`src/rtl/alarm_ring_ctrl.sv`:
```
// Alarm ring controller: IDLE -> RING on an hh:mm:00 match, 60-cycle ring timeout,
// optional snooze (ALARM_SNOOZE_EN) with a 300-cycle delay and three snoozes per alarm.
module alarm_ring_ctrl (
  input  logic       clk_1hz,
  input  logic       rst,
  input  logic [5:0] cur_h,
  input  logic [5:0] cur_m,
  input  logic [5:0] cur_s,
  input  logic [5:0] alm_h,
  input  logic [5:0] alm_m,
  input  logic       alm_en,
  input  logic       stop,
  input  logic       snooze,
  output logic       buzz,
  output logic       ringing,
  output logic       snoozing,
  output logic [1:0] snz_left
);

`ifdef ALARM_SNOOZE_EN
  typedef enum logic [1:0] {IDLE, RING, SNOOZE} state_t;
`else
  typedef enum logic [1:0] {IDLE, RING} state_t;
`endif

  state_t     r_state, w_nxt;
  logic [5:0] r_ring_cnt, w_ring_cnt_nxt;
  logic       r_buzz, r_ringing;
  logic       w_buzz_nxt;
  logic       w_match;

  assign w_match = (cur_h == alm_h) && (cur_m == alm_m) && (cur_s == 6'd0);

`ifdef ALARM_SNOOZE_EN
  logic [8:0] r_snz_cnt, w_snz_cnt_nxt;
  logic [1:0] r_snz_left, w_snz_left_nxt;
  logic       r_snoozing;
`else
  logic       w_unused_snooze;
  assign w_unused_snooze = snooze;
`endif

  always_comb begin
    w_nxt          = r_state;
    w_ring_cnt_nxt = r_ring_cnt;
`ifdef ALARM_SNOOZE_EN
    w_snz_cnt_nxt  = r_snz_cnt;
    w_snz_left_nxt = r_snz_left;
`endif
    case (r_state)
      IDLE: begin
        if (alm_en && w_match) begin
          w_nxt          = RING;
          w_ring_cnt_nxt = 6'd0;
        end
      end
      RING: begin
        w_ring_cnt_nxt = r_ring_cnt + 6'd1;
        if (stop) begin
          w_nxt = IDLE;
`ifdef ALARM_SNOOZE_EN
        end else if (snooze && (r_snz_left != 2'd0)) begin
          w_nxt          = SNOOZE;
          w_snz_cnt_nxt  = 9'd299;
          w_snz_left_nxt = r_snz_left - 2'd1;
`endif
        end else if (r_ring_cnt == 6'd59) begin
          w_nxt = IDLE;
        end
      end
`ifdef ALARM_SNOOZE_EN
      SNOOZE: begin
        w_snz_cnt_nxt = r_snz_cnt - 9'd1;
        if (stop) begin
          w_nxt = IDLE;
        end else if (r_snz_cnt == 9'd0) begin
          w_nxt          = RING;
          w_ring_cnt_nxt = 6'd0;
          w_snz_cnt_nxt  = 9'd0;
        end
      end
`endif
      default: w_nxt = IDLE;
    endcase
    // Disarming wins over every other transition
    if (!alm_en) w_nxt = IDLE;
`ifdef ALARM_SNOOZE_EN
    if (w_nxt == IDLE) w_snz_left_nxt = 2'd3;
`endif
    // Fresh RING entry starts the buzzer high; staying in RING toggles it
    w_buzz_nxt = (w_nxt == RING) && !((r_state == RING) && r_buzz);
  end

  always_ff @(posedge clk_1hz or negedge rst) begin
    if (!rst) begin
      r_state    <= IDLE;
      r_ring_cnt <= 6'd0;
      r_buzz     <= 1'b0;
      r_ringing  <= 1'b0;
    end else begin
      r_state    <= w_nxt;
      r_ring_cnt <= w_ring_cnt_nxt;
      r_buzz     <= w_buzz_nxt;
      r_ringing  <= (w_nxt == RING);
    end
  end

`ifdef ALARM_SNOOZE_EN
  always_ff @(posedge clk_1hz or negedge rst) begin
    if (!rst) begin
      r_snz_cnt  <= 9'd0;
      r_snz_left <= 2'd3;
      r_snoozing <= 1'b0;
    end else begin
      r_snz_cnt  <= w_snz_cnt_nxt;
      r_snz_left <= w_snz_left_nxt;
      r_snoozing <= (w_nxt == SNOOZE);
    end
  end

  assign snoozing = r_snoozing;
  assign snz_left = r_snz_left;
`else
  assign snoozing = 1'b0;
  assign snz_left = 2'd0;
`endif

  assign buzz    = r_buzz;
  assign ringing = r_ringing;

endmodule

```
`config.mk`:
```
export PLATFORM = sky130hd
export DESIGN_NAME = alarm_ring_ctrl
export DESIGN_NICKNAME = d
export VERILOG_FILES = /design/src/rtl/alarm_ring_ctrl.sv
export SDC_FILE = /design/constraint.sdc
export NUM_CORES = 1
export LEC_CHECK = 0
export CAP_MARGIN = 10
export CORE_MARGIN = 4
export CORE_UTILIZATION = 38
export CTS_CLUSTER_DIAMETER = 60
export CTS_CLUSTER_SIZE = 14
export DETAILED_ROUTE_END_ITERATION = 6
export GPL_TIMING_DRIVEN = 0
export PLACE_DENSITY_LB_ADDON = 0.3
export SLEW_MARGIN = 20
export SYNTH_ARGS = -nofsm -noshare
export SYNTH_HDL_FRONTEND = slang
export SYNTH_SLANG_ARGS = --single-unit
export TNS_END_PERCENT = 100
```
`constraint.sdc`:
```
create_clock -name clk_1hz -period 2.7 [get_ports clk_1hz]
set_input_delay 0.27 -clock clk_1hz [delete_from_list [all_inputs] [get_ports clk_1hz]]
set_output_delay 0.27 -clock clk_1hz [all_outputs]
set_load 0.03 [all_outputs]
```
[Yosys cells after proc, flatten, opt, wreduce, memory -nomap -nowiden]
Cells that the tools add are included.
Cells by class
  mux-type cells: 7
  equality and inequality tests: 6
  add/subtract/negate cells: 1
  $lt $le $gt $ge: 0
  shift operators: 0
  bitwise operators: 0
  div/mod/pow operators: 0
  multipliers: 0
  reduce and logical (&&, ||, !) cells: 10
Operators with widths (count)
  == test 6 bit: 2
  one-hot mux 6 bit (2 select lines): 1
  2-to-1 mux 2 bit: 4
  adder 6 x 1 -> 6 bit, second input constant: 1
  == test 6 bit, second input constant: 1
  logical NOT 6 bit: 1
  2-to-1 mux 6 bit: 1
  logical AND 1 bit: 5
  == test 2 x 1 -> 1 bit, second input constant: 2
  one-hot mux 2 bit (2 select lines): 1
  logical NOT 2 bit: 1
  inequality test 2 bit, second input constant: 1
  AND reduction 2 bit: 1
  nonzero test 2 bit: 1
  logical NOT 1 bit: 1
Storage, ports and cells
  bits in writable memories: 0
  bits in read-only memories: 0
  register bits: 10
  output and inout bits: 5
  memories kept: 0
  logic and storage cells: 28
  bits in latches: 0

[Depth between registers and ports, before layout]
  depth in word-level cells: 9
  mapped depth: 5
  mapped depth without buffers: 5

[Worst setup path before layout]
OpenSTA, ideal clock, no wires.
  path type: flip-flop to flip-flop
  start: register r_state[0]
  end: register r_ring_cnt[1]
  setup slack: 1.193 ns
  period minus slack after synthesis: 1.507 ns
  arrival: 1.366 ns
  cell stages (with the launch flop): 5
  cell sequence: dfrtp_1 -> nor4_2 -> nand4_1 -> nor4_4 -> o21ai_0
On the way
  word-level cells in the longest chain between the ends: 3
RTL lines
  start, declared: RTL line 26  | state_t r_state, w_nxt;
  start signal, assigned: RTL line 101  | r_state <= w_nxt;
  == test 2 x 1 -> 1 bit or logical NOT 2 bit (tied branches): RTL line 50  | case (r_state)
  nonzero test 2 bit (no line) or inequality test 2 bit (tied branches)
  AND reduction 2 bit (no line)
  end signal, assigned: RTL line 102  | r_ring_cnt <= w_ring_cnt_nxt;
  end, declared: RTL line 27  | logic [5:0] r_ring_cnt, w_ring_cnt_nxt;
Parallel ways exist; a longest one is shown, timed or not.
A chain may end at the register's enable or synchronous reset.

[Final worst setup path]
Ends and elaborated chain as after synthesis.

==> results.md <==
- Synth top area cells: dfrtp_1 40%, xnor2_1 18%, nand4_1 5.0%, nand2_1 4.2%, buf_4 3.6%
- Fin. max-slew vios: 0
- Antenna Cells: 0
- Tcrit/Tclk final: 0.645
- Post-route DRC violation count: 0
- Maximum vdd ir drop: 278 uV
- Post-synth top area share: 0.402
- HP Class: in2async
- Critical path depth: 4
- Worst clock skew: 0.000797 ns
- Post-synthesis async set-or-reset flop share: 1.00
- WL met2: 892 um
- Max incr delay on CP: 0.55 ns
- Routed Antenna Nets: 0
- Cell variety after synth: 21
- Hold WS: 0.309 ns
- Logic pwr share: 0.242
- Core Footprint: 1520 um2
- Most numerous cell in the Yosys netlist: xnor2_1
- Area Overhead vs Synth: 67.2%
- Worst R2R Path Depth: 4
- Post-CTS Setup Inserts: 0
- TritonCTS clock tree: yes
- Synth cell count leaders: 13 x xnor2_1, 10 x dfrtp_1, 7 x nand2_1, 5 x nand4_1, 4 x o21ai_0
- Cells after Synth: 63
- Fillers: 122
- DIE AREA: 2350 um2
- Die Y: 48.5 um
- Critical path class: reg2reg
- Worst Setup End Kind: register
- Fin Setup TNS: 0 ns
- Worst-path clk slew: 0.07 ns
- Met1 Wirelength: 606 um
- Status: finished, final reports clean
- CTS Hold Bufs: 0
- Worst reg2reg path startpoint: r_state[0]$_DFF_PN0_
- Routed wl met3: 101 um
- Top delay family on crit path: simple AND/OR/NAND/NOR gates
- Gr ovfl total: 0
- Drt first pass iters: 4
- #FFs+latches synth: 10
- Later-pin clock latency in the skew report: 0.26 ns
- Most used DFF post-synth: dfrtp_1
- Pwr/cell area: 372 nW/um2
- CTS Buf Count: 3
- Clock power share: 0.349
- CTS sink cnt: 10
- Via/cell ratio: 4.98
- Rel. slew slack: 0.663
- Vias in the first global route: 588
- Seq/Total Area, Yosys: 0.402
- # IOs: 40
- Design area: 1040 um2
- Max Used Layer: met4
- Die Wd: 48.5 um
- Final number of setup-violating endpoints: 0
- HPWL Detailed: 1370 um
- Fmax: 574 MHz
- Slowest cell on crit path: nor4_4
- Root Buffer: clkbuf_4
- Final min period: 1.74 ns
- Row count: 14
- Reg power frac: 0.409
- Resized cells post-CTS: 0
- CP Cell Sequence: nor4_2, nand4_1, nor4_4, o21ai_0
- Critical Path Fanout Max: 9
- Sw Ratio: 0.229
- Worst setup path start: r_state[0]$_DFF_PN0_
- CP bufs+invs: 0
- Initial antenna violation count: 0
- Synthesized area: 622 um2
- Cell area after placement: 1000 um2
- Share of cells above drive strength 1: 0.0952
- Required @ worst endpoint: 2.82 ns
- Nets: 142
- Pint: 0.298 mW
- Initial Util: 0.408
- Synth warn: 0
- Htree depth: 1
- WL/cell: 13.3 um
- Gr usage total: 0.148
- Max-cap violations: 0
- Startpoint types: register
- Synth area leader: dfrtp_1
- Vias: 603
- Unrepaired setup endpoints after global routing: no
- Final Wtd Congestion: 0.789
- Total Wirelength: 1610 um
- Largest net degree at the start of global routing: 11
- Place WS: 0.694 ns
- # port buffers: 35
- Crit path arrival time: 1.86 ns
- EDFF count, synth: 0
- Final hold vios: 0
- 1st-iter DRT viols: 9
- Post-route setup slack: 0.959 ns
- Leak: 0.422 nW
- Worst-margin pin slew: 0.502 ns
- First-pass GRT wire length: 2770 um
- Sw Pwr: 0.0888 mW
- Clk buf depth: 2
- Mean area per synthesized cell: 9.87 um2
[cells by family after synthesis]
group	synth area share
AO/OA/AOI/OAI	0.0724
XOR/XNOR	0.211
adder cells (fa/ha/maj)	0.0201
buffers and inverters	0.0362
flip-flops	0.402
other	0.00603
AND/OR/NAND/NOR	0.252
[cell type report]
cell class / count / area (um2) / area share
multi-input cells: 53 / 360 / 0.347
repair buffers: 35 / 350 / 0.337
flip-flops and latches: 10 / 250 / 0.241
clock buffers: 4 / 36.3 / 0.0349
plain buffers: 3 / 22.5 / 0.0217
well taps: 16 / 20.0 / 0.0193
[stage by stage]
stage | total power [mW] | utilization | std cells
floorplan | 0.197 | - | 66
global placement | 0.252 | 0.658 | 117
detailed placement | 0.256 | 0.658 | 117
CTS | 0.389 | 0.682 | 121
global route | 0.409 | 0.682 | 121
finish | 0.387 | 0.682 | 121
[layer usage]
layer | vias up | global-route usage
met2 | 27 | 0.261
met3 | 2 | 0.0368
met4 | 0 | 0.0404
met5 | - | 0
li1 | 292 | -
met1 | 282 | 0.177
[state kept, by name, summed over array words and instances, names as in the netlist]
signal      cells
buzz            1
r_ring_cnt      6
r_state         2
ringing         1
[path summary, 6_finish.rpt]
kind,end,slack (ns)
setup / recovery,r_ring_cnt[1]$_DFFE_PN0P_,0.96
hold / removal,r_ring_cnt[5]$_DFFE_PN0P_,0.31
setup reg to reg,r_ring_cnt[1]$_DFFE_PN0P_,0.96
hold reg to reg,r_ring_cnt[4]$_DFFE_PN0P_,0.54
max in group asynchronous,buzz$_DFF_PN0_,2.09
min in group clk_1hz,r_ring_cnt[4]$_DFFE_PN0P_,0.54
[power groups by stage]
stage | registers (mW) | clock network, mW | logic (mW)
after CTS | 0.158 | 0.136 | 0.0949
after floorplan | 0.160 | 0 | 0.0364
after global placement | 0.161 | 0 | 0.0915
final | 0.158 | 0.135 | 0.0938
after detailed placement | 0.161 | 0 | 0.0943
after global routing | 0.159 | 0.147 | 0.103
[cell usage in the layout, fill, tap and decap left out]
cell type        synthesis  routed
o211a_1                  1       1
nor4_2                   1       1
nor2b_1                  1       1
xor2_1                   2       2
ha_1                     1       1
conb_1                   1       4
clkbuf_4                 0       3
or2b_1                   1       1
o21a_1                   2       2
nand3_1                  1       1
or3_1                    1       1
nor3_1                   3       3
buf_4                    3       3
xnor2_1                 13      13
nor4_4                   1       1
clkbuf_8                 0       1
nand4_1                  5       5
dfrtp_1                 10      10
nor2_1                   3       3
or2_2                    1       1
nand2_1                  7       7
clkdlybuf4s50_1          0      35
and2b_1                  1       1
o21ai_0                  4       4
Power figures use the tool's default switching activity.
